<file path="src/rtl/sd_spi_responder_if.sv">
// Bus bundle for sd_spi_responder: SPI pins plus the command, read and write
// side ports. The host/environment side uses "master", the card model uses "slave".
interface sd_spi_responder_if;
  logic        spi_clk;
  logic        cs;
  logic        mosi;
  logic        miso;
  logic        cmd_valid;
  logic [5:0]  cmd_index;
  logic [31:0] cmd_arg;
  logic        initialized;
  logic        rd_req;
  logic [31:0] rd_addr;
  logic [8:0]  rd_index;
  logic [7:0]  rd_data;
  logic        wr_valid;
  logic [8:0]  wr_index;
  logic [7:0]  wr_data;

  modport master (output spi_clk, cs, mosi, rd_data,
                  input  miso, cmd_valid, cmd_index, cmd_arg, initialized,
                         rd_req, rd_addr, rd_index, wr_valid, wr_index, wr_data);
  modport slave  (input  spi_clk, cs, mosi, rd_data,
                  output miso, cmd_valid, cmd_index, cmd_arg, initialized,
                         rd_req, rd_addr, rd_index, wr_valid, wr_index, wr_data);
endinterface

</file>
<file path="src/rtl/sd_spi_responder.sv">
// SPI-mode SD card model. Oversamples the SPI pins in the clk domain, decodes
// 48-bit command frames, answers R1/R3/R7, serves CMD17 reads from a byte
// request port and CMD24 writes onto a byte strobe port.
// Optional: define SD_RESP_CRC_CHECK_EN to check CMD0/CMD8 CRC7 and write CRC16.
module sd_spi_responder #(
  parameter int NCR_BYTES  = 1,
  parameter int NAC_BYTES  = 2,
  parameter int BUSY_BYTES = 4
) (
  input logic clk,
  input logic btn,
  sd_spi_responder_if.slave bus
);
  typedef enum logic [3:0] {
    S_IDLE, S_CMD, S_NCR, S_RESP, S_RD_NAC, S_RD_TOKEN, S_RD_DATA, S_RD_CRC,
    S_WR_TOKEN, S_WR_DATA, S_WR_CRC, S_WR_RESP, S_BUSY
  } state_t;

  state_t      state;
  logic [2:0]  sclk_q;
  logic [1:0]  cs_q, mosi_q;
  logic [2:0]  bit_cnt, cmd_cnt, resp_left;
  logic [6:0]  rx_sr;
  logic [7:0]  tx_sr, tx_byte, rd_buf, cnt;
  logic [37:0] frame;
  logic [39:0] resp_sr;
  logic [8:0]  idx;
  logic        idle, pend, acmd_once, go_rd, go_wr;

  // edge detect sits behind the two synchronizer flops
  wire       rise      = sclk_q[1] & ~sclk_q[2];
  wire       fall      = ~sclk_q[1] & sclk_q[2];
  wire       sel       = ~cs_q[1];
  wire [7:0] rx_byte   = {rx_sr, mosi_q[1]};
  wire       byte_done = sel & rise & (bit_cnt == 3'd7);
  wire [5:0] cmd_idx   = frame[37:32];
  wire [31:0] arg      = frame[31:0];

  logic [7:0]  r1;
  logic [39:0] d_resp;
  logic [2:0]  d_len;
  logic        d_rd, d_wr, d_bad;

`ifdef SD_RESP_CRC_CHECK_EN
  logic [15:0] crc16;
  logic [7:0]  crc_hi;
  logic        wr_bad;

  function automatic logic [6:0] crc7(input logic [39:0] d);
    logic [6:0] c = '0;
    for (int i = 39; i >= 0; i--) begin
      logic fb = c[6] ^ d[i];
      c = {c[5:0], 1'b0};
      if (fb) c = c ^ 7'h09;
    end
    return c;
  endfunction

  function automatic logic [15:0] crc16_byte(input logic [15:0] c_in, input logic [7:0] b);
    logic [15:0] c = c_in;
    for (int i = 7; i >= 0; i--) begin
      logic fb = c[15] ^ b[i];
      c = {c[14:0], 1'b0};
      if (fb) c = c ^ 16'h1021;
    end
    return c;
  endfunction
`endif

  // two-flop synchronizers for the SPI pins
  always_ff @(posedge clk or posedge btn) begin
    if (btn) begin
      sclk_q <= '0;
      cs_q   <= '1;
      mosi_q <= '1;
    end else begin
      sclk_q <= {sclk_q[1:0], bus.spi_clk};
      cs_q   <= {cs_q[0], bus.cs};
      mosi_q <= {mosi_q[0], bus.mosi};
    end
  end

  // command decode: response bytes and follow-on payload for a completed frame
  always_comb begin
    r1     = {7'd0, idle};
    d_resp = '0;
    d_len  = 3'd1;
    d_rd   = 1'b0;
    d_wr   = 1'b0;
    d_bad  = 1'b0;
    case (cmd_idx)
      6'd0:  d_resp[39:32] = 8'h01;
      6'd8:  begin d_resp = {r1, 16'h0000, 4'h0, arg[11:8], arg[7:0]}; d_len = 3'd5; end
      6'd55: d_resp[39:32] = r1;
      6'd41: d_resp[39:32] = pend ? (acmd_once ? 8'h00 : r1) : (r1 | 8'h04);
      6'd58: begin d_resp = {r1, 32'hC0FF_8000}; d_len = 3'd5; end
      6'd17: begin
        d_resp[39:32] = bus.initialized ? r1 : (r1 | 8'h04);
        d_rd          = bus.initialized;
      end
      6'd24: begin
        d_resp[39:32] = bus.initialized ? r1 : (r1 | 8'h04);
        d_wr          = bus.initialized;
      end
      default: d_resp[39:32] = r1 | 8'h04;
    endcase
`ifdef SD_RESP_CRC_CHECK_EN
    if ((cmd_idx == 6'd0 || cmd_idx == 6'd8) && crc7({2'b01, frame}) != rx_byte[7:1]) begin
      d_bad  = 1'b1;
      d_resp = {r1 | 8'h08, 32'd0};
      d_len  = 3'd1;
      d_rd   = 1'b0;
      d_wr   = 1'b0;
    end
`endif
  end

  // bit shifting, byte framing and the protocol FSM; tx_byte is chosen at each
  // byte boundary and loaded onto miso at the following spi_clk fall
  always_ff @(posedge clk or posedge btn) begin
    if (btn) begin
      state <= S_IDLE; bit_cnt <= '0; cmd_cnt <= '0; resp_left <= '0;
      rx_sr <= '0; tx_sr <= 8'hFF; tx_byte <= 8'hFF; rd_buf <= '0; cnt <= '0;
      frame <= '0; resp_sr <= '0; idx <= '0;
      idle <= 1'b1; pend <= 1'b0; acmd_once <= 1'b0; go_rd <= 1'b0; go_wr <= 1'b0;
      bus.miso <= 1'b1; bus.cmd_valid <= 1'b0; bus.cmd_index <= '0; bus.cmd_arg <= '0;
      bus.initialized <= 1'b0; bus.rd_req <= 1'b0; bus.rd_addr <= '0; bus.rd_index <= '0;
      bus.wr_valid <= 1'b0; bus.wr_index <= '0; bus.wr_data <= '0;
`ifdef SD_RESP_CRC_CHECK_EN
      crc16 <= '0; crc_hi <= '0; wr_bad <= 1'b0;
`endif
    end else begin
      bus.cmd_valid <= 1'b0;
      bus.rd_req    <= 1'b0;
      bus.wr_valid  <= 1'b0;
      if (bus.rd_req) rd_buf <= bus.rd_data;
      if (!sel) begin
        state <= S_IDLE; bit_cnt <= '0; tx_sr <= 8'hFF; tx_byte <= 8'hFF; bus.miso <= 1'b1;
      end else begin
        if (fall) begin
          if (bit_cnt == 3'd0) begin
            bus.miso <= tx_byte[7]; tx_sr <= {tx_byte[6:0], 1'b1};
          end else begin
            bus.miso <= tx_sr[7]; tx_sr <= {tx_sr[6:0], 1'b1};
          end
        end
        if (rise) begin
          rx_sr   <= rx_byte[6:0];
          bit_cnt <= bit_cnt + 3'd1;
        end
        if (byte_done) begin
          tx_byte <= 8'hFF;
          case (state)
            S_IDLE: if (rx_byte[7:6] == 2'b01) begin
              frame <= {32'd0, rx_byte[5:0]}; cmd_cnt <= 3'd1; state <= S_CMD;
            end
            S_CMD: if (cmd_cnt == 3'd5) begin
              resp_sr <= d_resp; resp_left <= d_len - 3'd1;
              go_rd <= d_rd; go_wr <= d_wr;
              cnt <= 8'(NCR_BYTES - 1); state <= S_NCR;
              if (!d_bad) begin
                bus.cmd_valid <= 1'b1; bus.cmd_index <= cmd_idx; bus.cmd_arg <= arg;
                pend <= (cmd_idx == 6'd55);
                if (cmd_idx == 6'd0) idle <= 1'b1;
                if (cmd_idx == 6'd41 && pend) begin
                  if (acmd_once) begin idle <= 1'b0; bus.initialized <= 1'b1; end
                  else acmd_once <= 1'b1;
                end
                if (d_rd) bus.rd_addr <= arg;
              end
            end else begin
              frame <= {frame[29:0], rx_byte}; cmd_cnt <= cmd_cnt + 3'd1;
            end
            S_NCR: if (cnt == 8'd0) begin
              tx_byte <= resp_sr[39:32]; resp_sr <= resp_sr << 8; state <= S_RESP;
            end else cnt <= cnt - 8'd1;
            S_RESP: if (resp_left == 3'd0) begin
              if (go_rd) begin state <= S_RD_NAC; cnt <= 8'(NAC_BYTES - 1); end
              else if (go_wr) state <= S_WR_TOKEN;
              else state <= S_IDLE;
            end else begin
              tx_byte <= resp_sr[39:32]; resp_sr <= resp_sr << 8; resp_left <= resp_left - 3'd1;
            end
            // each data byte is requested one byte ahead of when it is shifted out
            S_RD_NAC: if (cnt == 8'd0) begin
              tx_byte <= 8'hFE; state <= S_RD_TOKEN; bus.rd_req <= 1'b1; bus.rd_index <= 9'd0;
            end else cnt <= cnt - 8'd1;
            S_RD_TOKEN: begin
              tx_byte <= rd_buf; idx <= '0; state <= S_RD_DATA;
              bus.rd_req <= 1'b1; bus.rd_index <= 9'd1;
            end
            S_RD_DATA: if (idx == 9'd511) begin
              state <= S_RD_CRC; cnt <= 8'd1;
            end else begin
              tx_byte <= rd_buf; idx <= idx + 9'd1;
              if (idx != 9'd510) begin bus.rd_req <= 1'b1; bus.rd_index <= idx + 9'd2; end
            end
            S_RD_CRC: if (cnt == 8'd0) state <= S_IDLE; else cnt <= cnt - 8'd1;
            S_WR_TOKEN: if (rx_byte == 8'hFE) begin
              state <= S_WR_DATA; idx <= '0;
`ifdef SD_RESP_CRC_CHECK_EN
              crc16 <= '0;
`endif
            end
            S_WR_DATA: begin
              bus.wr_valid <= 1'b1; bus.wr_data <= rx_byte; bus.wr_index <= idx;
              idx <= idx + 9'd1;
`ifdef SD_RESP_CRC_CHECK_EN
              crc16 <= crc16_byte(crc16, rx_byte);
`endif
              if (idx == 9'd511) begin state <= S_WR_CRC; cnt <= 8'd1; end
            end
            S_WR_CRC: if (cnt == 8'd0) begin
              state <= S_WR_RESP;
`ifdef SD_RESP_CRC_CHECK_EN
              wr_bad  <= ({crc_hi, rx_byte} != crc16);
              tx_byte <= ({crc_hi, rx_byte} != crc16) ? 8'h0B : 8'h05;
`else
              tx_byte <= 8'h05;
`endif
            end else begin
              cnt <= cnt - 8'd1;
`ifdef SD_RESP_CRC_CHECK_EN
              crc_hi <= rx_byte;
`endif
            end
            S_WR_RESP:
`ifdef SD_RESP_CRC_CHECK_EN
              if (wr_bad) state <= S_IDLE; else
`endif
              begin tx_byte <= 8'h00; state <= S_BUSY; cnt <= 8'(BUSY_BYTES - 1); end
            S_BUSY: if (cnt == 8'd0) state <= S_IDLE;
              else begin tx_byte <= 8'h00; cnt <= cnt - 8'd1; end
            default: state <= S_IDLE;
          endcase
        end
      end
    end
  end
endmodule

</file>
<file path="src/flat_wrapper.sv">
// flat-port wrapper written by rule: the top's interface ports become plain ports
module sd_spi_responder_flat 
#(
  parameter int NCR_BYTES  = 1,
  parameter int NAC_BYTES  = 2,
  parameter int BUSY_BYTES = 4
)
  (clk, btn, bus_spi_clk, bus_cs, bus_mosi, bus_rd_data, bus_miso, bus_cmd_valid, bus_cmd_index, bus_cmd_arg, bus_initialized, bus_rd_req, bus_rd_addr, bus_rd_index, bus_wr_valid, bus_wr_index, bus_wr_data);
  sd_spi_responder_if bus_i ();
  input logic clk;
  input logic btn;
  input wire logic [$bits(bus_i.spi_clk)-1:0] bus_spi_clk;
  input wire logic [$bits(bus_i.cs)-1:0] bus_cs;
  input wire logic [$bits(bus_i.mosi)-1:0] bus_mosi;
  input wire logic [$bits(bus_i.rd_data)-1:0] bus_rd_data;
  output wire logic [$bits(bus_i.miso)-1:0] bus_miso;
  output wire logic [$bits(bus_i.cmd_valid)-1:0] bus_cmd_valid;
  output wire logic [$bits(bus_i.cmd_index)-1:0] bus_cmd_index;
  output wire logic [$bits(bus_i.cmd_arg)-1:0] bus_cmd_arg;
  output wire logic [$bits(bus_i.initialized)-1:0] bus_initialized;
  output wire logic [$bits(bus_i.rd_req)-1:0] bus_rd_req;
  output wire logic [$bits(bus_i.rd_addr)-1:0] bus_rd_addr;
  output wire logic [$bits(bus_i.rd_index)-1:0] bus_rd_index;
  output wire logic [$bits(bus_i.wr_valid)-1:0] bus_wr_valid;
  output wire logic [$bits(bus_i.wr_index)-1:0] bus_wr_index;
  output wire logic [$bits(bus_i.wr_data)-1:0] bus_wr_data;
  assign bus_i.spi_clk = bus_spi_clk;
  assign bus_i.cs = bus_cs;
  assign bus_i.mosi = bus_mosi;
  assign bus_i.rd_data = bus_rd_data;
  assign bus_miso = bus_i.miso;
  assign bus_cmd_valid = bus_i.cmd_valid;
  assign bus_cmd_index = bus_i.cmd_index;
  assign bus_cmd_arg = bus_i.cmd_arg;
  assign bus_initialized = bus_i.initialized;
  assign bus_rd_req = bus_i.rd_req;
  assign bus_rd_addr = bus_i.rd_addr;
  assign bus_rd_index = bus_i.rd_index;
  assign bus_wr_valid = bus_i.wr_valid;
  assign bus_wr_index = bus_i.wr_index;
  assign bus_wr_data = bus_i.wr_data;
  sd_spi_responder #(.NCR_BYTES(NCR_BYTES), .NAC_BYTES(NAC_BYTES), .BUSY_BYTES(BUSY_BYTES)) u_core (.clk(clk), .btn(btn), .bus(bus_i));
endmodule
</file>
<file path="config.mk">
export PLATFORM = sky130hd
export DESIGN_NAME = sd_spi_responder_flat
export DESIGN_NICKNAME = d
export VERILOG_FILES = /design/src/rtl/sd_spi_responder_if.sv /design/src/rtl/sd_spi_responder.sv /design/src/flat_wrapper.sv
export SDC_FILE = /design/constraint.sdc
export NUM_CORES = 1
export LEC_CHECK = 0
export CAP_MARGIN = 20
export CORE_UTILIZATION = 40
export CTS_BUF_LIST = sky130_fd_sc_hd__clkbuf_4 sky130_fd_sc_hd__clkbuf_8 sky130_fd_sc_hd__clkbuf_16
export DETAILED_ROUTE_END_ITERATION = 12
export MAX_ROUTING_LAYER = met4
export SLEW_MARGIN = 20
export SYNTH_ARGS = -nofsm -noshare
export SYNTH_HDL_FRONTEND = slang
export SYNTH_SLANG_ARGS = --single-unit
</file>
<file path="constraint.sdc">
create_clock -name clk -period 19.35 [get_ports clk]
set_input_delay 2.9025 -clock clk [delete_from_list [all_inputs] [get_ports clk]]
set_output_delay 2.9025 -clock clk [all_outputs]
set_load 0.01 [all_outputs]
</file>
==> impl_results.md <==
- Result of the run: finished clean
- Setup slack at placement: 13.37 ns
- Data arrival time of the critical path: 5.79 ns
- Final core utilization: 49.9%
- Antenna violations before repair: 0
- Static leakage: 6.02 nW
- Hold_sp: u_core.mosi_q[0]
- Critical register-to-register path startpoint: u_core.idx[0]
- Worst setup skew after layout: 0.0247 ns
- Power density normalized to cell area: 82.8 nW/um2
- Data required time of the worst path: 19.86 ns
- Number of buffers added on ports: 113
- First-pass GRT wire length: 42200 um
- Summed instance area of the synthesized netlist: 11100 um2
- CP most frequent cell: sky130_fd_sc_hd__buf_4
- Prevailing post-synth register cell: sky130_fd_sc_hd__dfrtp_1
- Total Routed Length: 25600 um
- Area growth from synthesis to layout: 21.8%
- Deepest clock path buffer count: 3
- Crit-path cells: clkdlybuf4s50_1 -> inv_8 -> buf_4 -> buf_4
- Routed wirelength normalized by instance count: 16.2 um
- Setup slack after layout: 14.07 ns
- Register Area: 6310 um2
- Total number of H-tree levels: 1
- Mean instance size in the synthesized netlist: 10.1 um2
- CTS hold repair buffers: 0
- DRT Pass-1 Iters: 5
- Antenna viol nets, final: 0
- Row count: 60
- Syn nets: 1128
- Number of buffers created by CTS: 28
- Asr flop ratio synth: 100%
- Max frequency: 189 MHz
- Total routing usage reported by global routing: 18.8%
- IO Count: 114
- Clk pin slew, worst setup/hold paths: 0.06 ns
- Weighted congestion at the end of routability-driven global placement: 0.827
- Max-cap violation count: 0
- Pwr Total: 1.12 mW
- Share of layout cells above drive strength 1: 14.8%
- Final-stage net count: 1217
- Antenna cells: 0
- Setup Total Neg Slack: 0 ns
- Core box area: 27100 um2
- Area of the multi-input gates: 4460 um2
- DRC violations left: 0
- Largest vdd supply drop: 65.9 uV
- Count of state elements after synthesis: 251
- Number of violations reported at the end of detailed-routing iteration 0: 568
- Number of buffers added for setup after CTS: 0
- Kind of capture point of the worst setup path: asynchronous set/reset pin
- Number of library cell types mapped by synthesis: 69
- Finish-stage setup viols: 0
- Critical-path cell with the highest stage delay: sky130_fd_sc_hd__buf_4
- Insertion delay to the later sink of the worst-skew pair: 0.55 ns
- Worst setup path class: in -> async
- Number of inserted filler cells in the final layout: 2539
- Remaining max-slew budget at the tightest pin: 34.5%
- Number of flops mapped to enable cells by yosys: 0
- Warnings, synthesis: 0
- Vias in the first global route: 7830
- Sequential fraction of the synthesis area: 56.7%
- Final Hold Slack: 0.356 ns
- Post-detailed-placement half-perimeter wirelength: 16100 um
- Period utilization: 27.3%
- Final max-slew violation count: 0
- Startpoint types: primary input
- Count of vias placed by the detailed router: 8117
- Largest fanout of any net on the critical path: 99
- Die height: 169 um
- CTS sink count: 251
- Grt total ovfl: 0
- Gate count of the mapped netlist: 1102
- Initial Utilization: 41.0%
- Resized cells post-CTS: 0
- Root cell of the clock tree: sky130_fd_sc_hd__clkbuf_16
- Via-to-Cell Ratio: 5.12
- Delay of the slowest cell on the worst path: 0.88 ns
- Setup repair after global routing missed its margin: false
- Hold Crit Class: reg -> reg
- Maximum number of pins on one net before global-route repair: 100
- Hold violation total from the final report: 0
- Floorplan die width: 169 um
- Crit. Startpoint: btn
- Final worst path period need: 5.28 ns
- Die Footprint: 28500 um2
- Clock tree from TritonCTS: done
- Worst-Margin Slew: 0.983 ns
==> routing by layer <==
metal | part of all wire (%) | routed length (um) | GRT usage, %
met1 | 48 | 12200 | 25.9
met2 | 45 | 11600 | 28.5
met3 | 5.7 | 1470 | 4.00
met4 | 1.5 | 388 | 3.75
met5 | 0 | 0 | -
==> state kept, by name, indices dropped and copies added (netlist names), 7 cells and up <==
name and flops:
u_core.resp_sr 40, u_core.frame 38, u_core.bus.cmd_arg 32, u_core.bus.rd_addr 32, u_core.bus.rd_index 9, u_core.bus.wr_index 9, u_core.idx 9, u_core.bus.wr_data 8
u_core.cnt 8, u_core.rd_buf 8, u_core.tx_byte 8, u_core.rx_sr 7, u_core.tx_sr 7
==> cells in the mapped netlist (3+ instances only) <==
library cell,number,share of area (%)
sky130_fd_sc_hd__and3_1,4,0.23
sky130_fd_sc_hd__nand4_1,9,0.51
sky130_fd_sc_hd__nor2b_1,7,0.39
sky130_fd_sc_hd__a221oi_1,3,0.24
sky130_fd_sc_hd__a31oi_1,10,0.56
sky130_fd_sc_hd__o31ai_1,14,0.95
sky130_fd_sc_hd__buf_2,16,0.72
sky130_fd_sc_hd__nand2b_1,13,0.73
sky130_fd_sc_hd__nor2_1,51,1.7
sky130_fd_sc_hd__buf_1,5,0.17
sky130_fd_sc_hd__xor2_1,3,0.24
sky130_fd_sc_hd__o211ai_1,3,0.20
sky130_fd_sc_hd__a21oi_1,46,2.1
sky130_fd_sc_hd__dfrtp_1,230,52
sky130_fd_sc_hd__mux2i_1,3,0.27
sky130_fd_sc_hd__dfstp_2,21,5.0
sky130_fd_sc_hd__nand3_1,19,0.86
sky130_fd_sc_hd__o21ai_0,106,4.8
sky130_fd_sc_hd__nor3_1,12,0.54
sky130_fd_sc_hd__xnor2_1,3,0.24
sky130_fd_sc_hd__a21o_1,3,0.20
sky130_fd_sc_hd__clkbuf_1,42,1.4
sky130_fd_sc_hd__nor4_1,3,0.17
sky130_fd_sc_hd__inv_1,18,0.61
sky130_fd_sc_hd__ha_1,13,1.5
sky130_fd_sc_hd__or3_1,9,0.51
sky130_fd_sc_hd__nand2_1,282,9.5
sky130_fd_sc_hd__a22oi_1,10,0.68
sky130_fd_sc_hd__mux2_2,77,7.8
sky130_fd_sc_hd__and2_1,3,0.17
sky130_fd_sc_hd__or4_1,7,0.47
==> power breakdown <==
part / leakage (nW) / internal (mW) / switching [mW]
logic: 2.11 / 0.0103 / 0.0172
registers: 3.41 / 0.533 / 0.0102
clock network: 0.499 / 0.343 / 0.206
total: 6.02 / 0.887 / 0.233
==> path summary, 6_finish.rpt <==
check,cells after the start,slack (ns),end
hold reg to reg,0,0.36,u_core.mosi_q[1]
max in group clk,1,14.68,bus_rd_req
setup reg to reg,9,16.44,u_core.tx_byte[1]
hold / removal,0,0.36,u_core.mosi_q[1]
min in group asynchronous,2,2.87,u_core.bus.wr_data[1]
setup / recovery,4,14.07,u_core.resp_sr[15]
==> cells in the final DEF (no fill, tap or decap), drive strengths merged, types with 3 or more instances in the layout <==
cell type,netlist,routed
a22oi,10,10
and3,4,4
dfstp,21,21
o211ai,3,3
o21ai,108,108
nor2,51,51
dfrtp,230,230
nor4,6,6
or4,7,7
nand2b,13,13
nand2,282,282
xor2,3,3
a31oi,10,10
inv,18,18
buf,25,13
mux2,78,78
a21o,3,3
nand3,20,20
xnor2,3,3
clkdlybuf4s50,0,113
nand4,9,9
a21oi,48,48
o31ai,14,14
ha,13,13
nor3,12,12
a221oi,3,3
and2,3,3
or3,9,9
mux2i,3,3
clkbuf,42,47
nor2b,7,7
==> cells by family (layout without fill, tap and decap cells) <==
group	after synthesis	after routing	synth area share [%]
buffers and inverters	85	195	3.25
AND/OR/NAND/NOR	444	444	18.2
AO/OA/AOI/OAI	221	221	11.6
flip-flops	251	251	56.7
multiplexers	81	81	8.17
XOR/XNOR	6	6	0.473
adder cells (fa/ha/maj)	14	14	1.55
==> stage by stage <==
stage | area (um2) | cells
after floorplan | 11100 | 1102
after global placement | 12500 | 1533
after detailed placement | 12500 | 1533
after CTS | 13500 | 1584
after global routing | 13500 | 1584
final | 13500 | 1584
==> layout make-up <==
| cell class | count | area share (%) |
|---|---|---|
| Clock buffer | 47 | 6.65 |
| Clock inverter | 4 | 0.703 |
| Inverter | 18 | 0.555 |
| Multi-Input combinational cell | 766 | 33.0 |
| Sequential cell | 251 | 46.6 |
| Tap cell | 372 | 3.44 |
| Timing Repair Buffer | 126 | 9.08 |
==> critical path, delay by kind of cell <==
| kind | cells | cell delay (ns) |
|---|---|---|
| buf+inv | 4 | 2.73 |
(Power assumes the default switching activity.)
